$ cat config.mk
export PLATFORM = sky130hd
export DESIGN_NAME = multicycle_control
export DESIGN_NICKNAME = d
export VERILOG_FILES = /design/src/rtl/mc_pkg.sv /design/src/rtl/mc_output_decode.sv /design/src/rtl/multicycle_control.sv
export SDC_FILE = /design/constraint.sdc
export NUM_CORES = 1
export LEC_CHECK = 0
export ABC_AREA = 1
export ABC_CLOCK_PERIOD_IN_PS = 1600
export CAP_MARGIN = 10
export CORE_MARGIN = 4
export CORE_UTILIZATION = 40
export DETAILED_ROUTE_END_ITERATION = 16
export GPL_ROUTABILITY_DRIVEN = 0
export HOLD_SLACK_MARGIN = 0.12
export PLACE_DENSITY = 0.85
export SYNTH_ARGS = -nofsm -noshare
export SYNTH_HDL_FRONTEND = slang
export SYNTH_HIERARCHICAL = 1
export SYNTH_SLANG_ARGS = --single-unit
$ cat constraint.sdc
create_clock -name clk -period 1.6 [get_ports clk]
set_input_delay 0.32 -clock clk [delete_from_list [all_inputs] [get_ports clk]]
set_output_delay 0.32 -clock clk [all_outputs]
set_load 0.05 [all_outputs]
$ cat src/rtl/mc_pkg.sv
// Shared encodings for the multicycle controller: opcodes, FSM states, ALU/mux selects.
// ALU_Control imports this package for the ALUOp codes.
package mc_pkg;

    // Primary opcodes (instruction bits [31:26])
    localparam logic [5:0] OpRtype = 6'b000000;
    localparam logic [5:0] OpLw    = 6'b100011;
    localparam logic [5:0] OpSw    = 6'b101011;
    localparam logic [5:0] OpBeq   = 6'b000100;
    localparam logic [5:0] OpAddi  = 6'b001000;
    localparam logic [5:0] OpJ     = 6'b000010;

    // ALUOp codes consumed by ALU_Control
    localparam logic [1:0] AluOpAdd   = 2'b00;
    localparam logic [1:0] AluOpSub   = 2'b01;
    localparam logic [1:0] AluOpFunct = 2'b10;

    // ALU B-operand select
    localparam logic [1:0] SrcBReg    = 2'b00;
    localparam logic [1:0] SrcBFour   = 2'b01;
    localparam logic [1:0] SrcBImm    = 2'b10;
    localparam logic [1:0] SrcBBranch = 2'b11;

    // PC source select
    localparam logic [1:0] PcSrcAlu    = 2'b00;
    localparam logic [1:0] PcSrcAluOut = 2'b01;
    localparam logic [1:0] PcSrcJump   = 2'b10;

    typedef enum logic [3:0] {
        StFetch  = 4'd0,
        StDecode = 4'd1,
        StMemAdr = 4'd2,
        StMemRd  = 4'd3,
        StMemWb  = 4'd4,
        StMemWr  = 4'd5,
        StRExec  = 4'd6,
        StRwb    = 4'd7,
        StBeqEx  = 4'd8,
        StAddiEx = 4'd9,
        StAddiWb = 4'd10,
        StJEx    = 4'd11
    } state_t;

    typedef struct packed {
        logic       pc_write;
        logic       branch;
        logic       iord;
        logic       mem_read;
        logic       mem_write;
        logic       ir_write;
        logic       reg_dst;
        logic       mem_to_reg;
        logic       alu_src_a;
        logic       reg_write;
        logic [1:0] alu_src_b;
        logic [1:0] alu_op;
        logic [1:0] pc_src;
    } ctrl_t;

    // State entered after DECODE; StFetch means the opcode is unsupported.
    function automatic state_t dispatch_state(input logic [5:0] op);
        state_t nxt;
        case (op)
            OpLw, OpSw: nxt = StMemAdr;
            OpRtype:    nxt = StRExec;
            OpBeq:      nxt = StBeqEx;
            OpAddi:     nxt = StAddiEx;
            OpJ:        nxt = StJEx;
            default:    nxt = StFetch;
        endcase
        return nxt;
    endfunction

    function automatic logic is_supported_op(input logic [5:0] op);
        return dispatch_state(op) != StFetch;
    endfunction

endpackage

$ cat src/rtl/mc_output_decode.sv
// Moore output decoder: maps the current state to datapath controls.
// mem_ready only gates the FETCH-cycle IR/PC write enables.
module mc_output_decode
    import mc_pkg::*;
(
    input  state_t state,
    input  logic   mem_ready,
    output ctrl_t  ctrl
);

    always_comb begin
        ctrl = '0;
        case (state)
            StFetch: begin
                ctrl.mem_read  = 1'b1;
                ctrl.iord      = 1'b0;
                ctrl.alu_src_a = 1'b0;
                ctrl.alu_src_b = SrcBFour;
                ctrl.alu_op    = AluOpAdd;
                ctrl.pc_src    = PcSrcAlu;
                ctrl.ir_write  = mem_ready;
                ctrl.pc_write  = mem_ready;
            end
            StDecode: begin
                ctrl.alu_src_a = 1'b0;
                ctrl.alu_src_b = SrcBBranch;
                ctrl.alu_op    = AluOpAdd;
            end
            StMemAdr: begin
                ctrl.alu_src_a = 1'b1;
                ctrl.alu_src_b = SrcBImm;
                ctrl.alu_op    = AluOpAdd;
            end
            StMemRd: begin
                ctrl.iord     = 1'b1;
                ctrl.mem_read = 1'b1;
            end
            StMemWb: begin
                ctrl.reg_dst    = 1'b0;
                ctrl.mem_to_reg = 1'b1;
                ctrl.reg_write  = 1'b1;
            end
            StMemWr: begin
                ctrl.iord      = 1'b1;
                ctrl.mem_write = 1'b1;
            end
            StRExec: begin
                ctrl.alu_src_a = 1'b1;
                ctrl.alu_src_b = SrcBReg;
                ctrl.alu_op    = AluOpFunct;
            end
            StRwb: begin
                ctrl.reg_dst    = 1'b1;
                ctrl.mem_to_reg = 1'b0;
                ctrl.reg_write  = 1'b1;
            end
            StBeqEx: begin
                ctrl.alu_src_a = 1'b1;
                ctrl.alu_src_b = SrcBReg;
                ctrl.alu_op    = AluOpSub;
                ctrl.branch    = 1'b1;
                ctrl.pc_src    = PcSrcAluOut;
            end
            StAddiEx: begin
                ctrl.alu_src_a = 1'b1;
                ctrl.alu_src_b = SrcBImm;
                ctrl.alu_op    = AluOpAdd;
            end
            StAddiWb: begin
                ctrl.reg_dst    = 1'b0;
                ctrl.mem_to_reg = 1'b0;
                ctrl.reg_write  = 1'b1;
            end
            StJEx: begin
                ctrl.pc_write = 1'b1;
                ctrl.pc_src   = PcSrcJump;
            end
            default: ctrl = '0;
        endcase
    end

endmodule

$ cat src/rtl/multicycle_control.sv
// Multicycle MIPS-subset main controller: state register, next-state logic and
// output decode, with optional memory-wait handshaking.
module multicycle_control
    import mc_pkg::*;
#(
    parameter bit MEM_WAIT_EN = 1'b1
) (
    input  logic       clk,
    input  logic       reset,
    input  logic [5:0] opcode,
    input  logic       mem_ready,
    output logic       PCWrite,
    output logic       Branch,
    output logic       IorD,
    output logic       MemRead,
    output logic       MemWrite,
    output logic       IRWrite,
    output logic       RegDst,
    output logic       MemtoReg,
    output logic       ALUSrcA,
    output logic       RegWrite,
    output logic [1:0] ALUSrcB,
    output logic [1:0] ALUOp,
    output logic [1:0] PCSrc,
    output logic [3:0] state,
    output logic       illegal_op
);

    state_t state_q, state_d;
    state_t dec_state;
    ctrl_t  dec_ctrl;
    logic   mem_ok;

    assign mem_ok = MEM_WAIT_EN ? mem_ready : 1'b1;

    always_comb begin
        state_d = StFetch;
        case (state_q)
            StFetch:  state_d = mem_ok ? StDecode : StFetch;
            StDecode: state_d = dispatch_state(opcode);
            StMemAdr: begin
                if (opcode == OpLw) begin
                    state_d = StMemRd;
                end else if (opcode == OpSw) begin
                    state_d = StMemWr;
                end else begin
                    state_d = StFetch;
                end
            end
            StMemRd:  state_d = mem_ok ? StMemWb : StMemRd;
            StMemWb:  state_d = StFetch;
            StMemWr:  state_d = mem_ok ? StFetch : StMemWr;
            StRExec:  state_d = StRwb;
            StRwb:    state_d = StFetch;
            StBeqEx:  state_d = StFetch;
            StAddiEx: state_d = StAddiWb;
            StAddiWb: state_d = StFetch;
            StJEx:    state_d = StFetch;
            default:  state_d = StFetch;
        endcase
    end

    always_ff @(posedge clk) begin
        if (reset) begin
            state_q <= StFetch;
        end else begin
            state_q <= state_d;
        end
    end

    // During reset the outputs show FETCH values even before the first edge.
    assign dec_state = reset ? StFetch : state_q;

    mc_output_decode u_output_decode (
        .state     (dec_state),
        .mem_ready (mem_ok),
        .ctrl      (dec_ctrl)
    );

    always_comb begin
        PCWrite    = dec_ctrl.pc_write  & ~reset;
        Branch     = dec_ctrl.branch;
        IorD       = dec_ctrl.iord;
        MemRead    = dec_ctrl.mem_read  & ~reset;
        MemWrite   = dec_ctrl.mem_write & ~reset;
        IRWrite    = dec_ctrl.ir_write  & ~reset;
        RegDst     = dec_ctrl.reg_dst;
        MemtoReg   = dec_ctrl.mem_to_reg;
        ALUSrcA    = dec_ctrl.alu_src_a;
        RegWrite   = dec_ctrl.reg_write & ~reset;
        ALUSrcB    = dec_ctrl.alu_src_b;
        ALUOp      = dec_ctrl.alu_op;
        PCSrc      = dec_ctrl.pc_src;
        illegal_op = ~reset & (state_q == StDecode) & ~is_supported_op(opcode);
    end

    assign state = state_q;

endmodule

==> results of run 1 <==
synthesized netlist by cell type:
cell	count	area [µm²]
a21oi_1	2	10.0
buf_4	1	7.51
clkbuf_1	1	3.75
clkinv_1	1	3.75
dfxtp_1	4	80.1
inv_1	26	97.6
inv_2	3	11.3
nand2_1	25	93.8
nand2_2	1	6.26
nand3_1	18	90.1
nand3_2	2	20.0
nand3b_1	1	7.51
nor2_1	31	116
nor2_2	3	18.8
nor2_4	1	11.3
nor3_1	4	20.0
nor3_2	1	10.0
nor3_4	1	16.3
o21ai_0	2	10.0
o21ai_1	2	10.0
o21ai_2	1	8.76
o22ai_1	1	6.26
metrics by stage:
| stage | instances | hold slack, ns |
|---|---|---|
| 3_5_place_dp | 197 | 0.702 |
| 3_3_place_gp | 197 | 0.702 |
| 2_1_floorplan | 132 | 0.379 |
kinds of logic after synthesis:
| group | count (synthesis) | synth area share |
|---|---|---|
| buffers and inverters | 32 | 0.188 |
| AND/OR/NAND/NOR | 88 | 0.622 |
| AO/OA/AOI/OAI | 8 | 0.0683 |
| flip-flops | 4 | 0.121 |
==> results.sh, run 1 <==
export IMPL_cts_made_buffers=3
export IMPL_ctsResizeCount=67
export IMPL_cts_hold_buf=0
export IMPL_htree_levels=1
export IMPL_dp_hpwl_um=2470
export IMPL_postCtsSetupBuffers=11
export IMPL_synth_avg_cell_area_um2=5.00
export IMPL_status="stopped before the end"
export IMPL_io_buffers=29
export IMPL_synthesis_nets=141
export IMPL_initial_core_util=0.433
export IMPL_synth_seq_cells=4
export IMPL_dieHeight_um=48.6
export IMPL_netlist_instances=132
export IMPL_cts_sinks=4
export IMPL_error="[ERROR DPL-0038] Utilization greater than 100%, impossible to legalize"
export IMPL_cts_root_buf="clkbuf_4"
export IMPL_post_place_ws_ns=-0.693
export IMPL_syn_cell_area_um2=659
export IMPL_synth_seq_area_share=0.121
export IMPL_placed_cell_area_um2=1450
export IMPL_fp_row_count=14
export IMPL_ys_types=22
export IMPL_synth_warnings=6
export IMPL_ios=30
export IMPL_clock_path_buffers=2
export IMPL_failing_step="clock tree synthesis (4_1_cts)"
export IMPL_die_w_um=48.6
==> inputs of run 2 (changes only) <==
--- a/config.mk
+++ b/config.mk
@@ -8,12 +8,11 @@
 export ABC_AREA = 1
 export ABC_CLOCK_PERIOD_IN_PS = 1600
 export CAP_MARGIN = 10
-export CORE_MARGIN = 4
-export CORE_UTILIZATION = 40
+export CORE_AREA = 4 4 65 67
 export DETAILED_ROUTE_END_ITERATION = 16
+export DIE_AREA = 0 0 69 71
 export GPL_ROUTABILITY_DRIVEN = 0
-export HOLD_SLACK_MARGIN = 0.12
-export PLACE_DENSITY = 0.85
+export PLACE_DENSITY_LB_ADDON = 0.15
 export SYNTH_ARGS = -nofsm -noshare
 export SYNTH_HDL_FRONTEND = slang
 export SYNTH_HIERARCHICAL = 1
==> run 2 against run 1 <==
- the flow now finishes, with violations (negative setup slack)
- area after synthesis is the same
- synthesized cell count stayed put
==> results.sh, run 2 <==
export IMPL_power_w=0.000551
export IMPL_power_density_nw_per_um2=299
export IMPL_fin_tns_setup_ns=-1.12
export IMPL_synth_seq_area_share=0.121
export IMPL_grt_overflow_total=0
export IMPL_antenna_found_initial=0
export IMPL_period_needed_ns=1.75
export IMPL_syn_to_final_growth_pct=180
export IMPL_fillers=367
export IMPL_cts_sinks=4
export IMPL_ant_nets=0
export IMPL_grt_usage=0.100
export IMPL_ys_types=22
export IMPL_worst_pin_slew_ns=0.260
export IMPL_rsz0062_at_grt="yes"
export IMPL_synth_avg_cell_area_um2=5.00
export IMPL_path_class="reg2out"
export IMPL_io_buffers=29
export IMPL_clock_path_buffers=2
export IMPL_synth_xor_area_frac=0
export IMPL_drv_cap=0
export IMPL_drt_iter0_drc=29
export IMPL_cpMaxStageDelayCell="dfxtp_4"
export IMPL_clk_latency_ns=0.22
export IMPL_max_freq_mhz=573
export IMPL_setup_viol=14
export IMPL_status="finished with violations"
export IMPL_fp_row_count=22
export IMPL_critPathMaxFanout=6
export IMPL_cts_made_buffers=3
export IMPL_yosys_most_used_dff="dfxtp_1"
export IMPL_synth_fa_ha_area_frac=0
export IMPL_synthesis_nets=141
export IMPL_synth_common_cells="nor2_1, inv_1, nand2_1"
export IMPL_slew_headroom=0.826
export IMPL_htree_levels=1
export IMPL_finalWorstSetupSlack_ns=-0.145
export IMPL_startpoint_type="register"
export IMPL_worstPathArrival_ns=1.43
export IMPL_grt_max_degree=8
export IMPL_core_area_um2=3630
export IMPL_largest_reg_flops=4
export IMPL_path_clk_slew_ns=0.04
export IMPL_via_count=1043
export IMPL_finClkSkew_ns=0.00627
export IMPL_finalMaxSlewViolations=0
export IMPL_drive_above_1_share=0.640
export IMPL_synth_simple_area_share=0.622
export IMPL_violations="negative setup slack"
export IMPL_dp_hpwl_um=1990
export IMPL_synth_top_family_by_area="simple AND/OR/NAND/NOR gates"
export IMPL_power_ir_vdd_worst_mv=0.310
export IMPL_max_stage_delay_ns=0.34
export IMPL_synth_warnings=6
export IMPL_synth_top_area_frac=0.176
export IMPL_routedWlPerCell_um=10.4
export IMPL_yosys_top_cells_area="nor2_1, inv_1, nand2_1, nand3_1, dfxtp_1"
export IMPL_synth_seq_cells=4
export IMPL_synth_compound_area_frac=0.0683
export IMPL_yosys_area_top_type="nor2_1"
export IMPL_async_reset_ff_frac=0
export IMPL_seqCellArea_um2=95.1
export IMPL_firstDrtPassIters=4
export IMPL_die_w_um=69
export IMPL_drt_total_wl_um=2580
export IMPL_drc=0
export IMPL_synth_area_mux_share=0
export IMPL_p_leak_nw=0.856
export IMPL_cts_tree="built"
export IMPL_synth_edf_count=0
export IMPL_path_cells="inv_4 > nor2_4 > nand2_2 > inv_2 > nand2_2 > nand3_2 > inv_2 > nor2_4 > buf_12"
export IMPL_stdcell_area_um2=1840
export IMPL_crit_required_ns=1.28
export IMPL_ios=30
export IMPL_placed_cell_area_um2=1570
export IMPL_multiInputGateArea_um2=707
export IMPL_fin_nets=211
export IMPL_grt_pass1_vias=1034
export IMPL_die_area_um2=4900
export IMPL_via_per_inst=4.21
export IMPL_dieHeight_um=71
export IMPL_whs_ns=0.552
export IMPL_cts_root_buf="clkbuf_8"
export IMPL_endpoint_kind="primary output"
export IMPL_antenna_cells=0
export IMPL_most_common_layout_cells="buf_4, buf_12, nor2_1, nand2_1, inv_1"
export IMPL_finalHoldViolCount=0
export IMPL_initial_core_util=0.181
export IMPL_final_common_cell="buf_4"
export IMPL_period_share=1.09
export IMPL_synth_most_common_cell="nor2_1"
export IMPL_grt_pass1_wl_um=4190
export IMPL_hp_class="in2reg"
export IMPL_syn_cell_area_um2=659
export IMPL_netlist_instances=132
[run 2: cell counts after synthesis]
No cell type changed its count.
[run 2: routing by layer]
layer	global-route usage	wire length, µm
met5	0	0
met3	0.0270	129
met1	0.0960	964
met2	0.210	1480
met4	0.0195	10
[run 2: critical path: cells and delay by family (launching register included)]
kind / cells / cell delay [ns]
simple gates: 5 / 0.55
buf+inv: 4 / 0.31
flops: 1 / 0.34
[run 2: logic make-up (layout without fill, tap and decap cells)]
| family | after synthesis | after routing |
|---|---|---|
| simple gates | 88 | 88 |
| buf+inv | 32 | 100 |
| compound gates | 8 | 8 |
| flops | 4 | 4 |
[run 2: final timing paths]
kind | cells past startpoint | startpoint | to | slack, ns
worst max-delay path | 9 | state[0] | RegWrite | -0.15
worst min-delay path | 4 | reset | state[1] | 0.55
worst max register to register | 10 | state[2] | state[2] | 0.32
worst min register to register | 3 | state[3] | state[3] | 0.72
[run 2: repair_timing]
action / in CTS / in global routing
hold buffers: 0 / 0
buffers inserted: 2 / 7
pin swaps: 20 / 15
setup endpoints to repair: 17 / 17
resized for setup: 51 / 20
[run 2: layout make-up]
cell class / instances / area share
flip-flops and latches: 4 / 0.0516
inverters: 30 / 0.0665
multi-input cells: 96 / 0.383
clock buffers: 3 / 0.0224
well taps: 48 / 0.0326
repair buffers: 67 / 0.444
[run 2: power breakdown]
| group | switching, W | total (W) | internal, W |
|---|---|---|---|
| registers | 0.00000193 | 0.0000991 | 0.0000972 |
| logic | 0.000126 | 0.000232 | 0.000107 |
| clock network | 0.0000589 | 0.000220 | 0.000161 |
[run 2: stage by stage]
step,util,std cells,setup slack (ns)
2_1_floorplan,-,132,-0.198
3_3_place_gp,0.433,237,-0.584
3_5_place_dp,0.433,237,-0.626
4_1_cts,0.478,242,-0.149
5_1_grt,0.508,248,-0.226
6_report,0.508,248,-0.145
(Power assumes the default switching activity.)
==> inputs of run 3 (changes only) <==
--- a/config.mk
+++ b/config.mk
@@ -11,7 +11,6 @@
 export CORE_AREA = 4 4 65 67
 export DETAILED_ROUTE_END_ITERATION = 16
 export DIE_AREA = 0 0 69 71
-export GPL_ROUTABILITY_DRIVEN = 0
 export PLACE_DENSITY_LB_ADDON = 0.15
 export SYNTH_ARGS = -nofsm -noshare
 export SYNTH_HDL_FRONTEND = slang
==> results of run 3 <==
The final DEF is identical to that of run 2; final timing and power are the same.
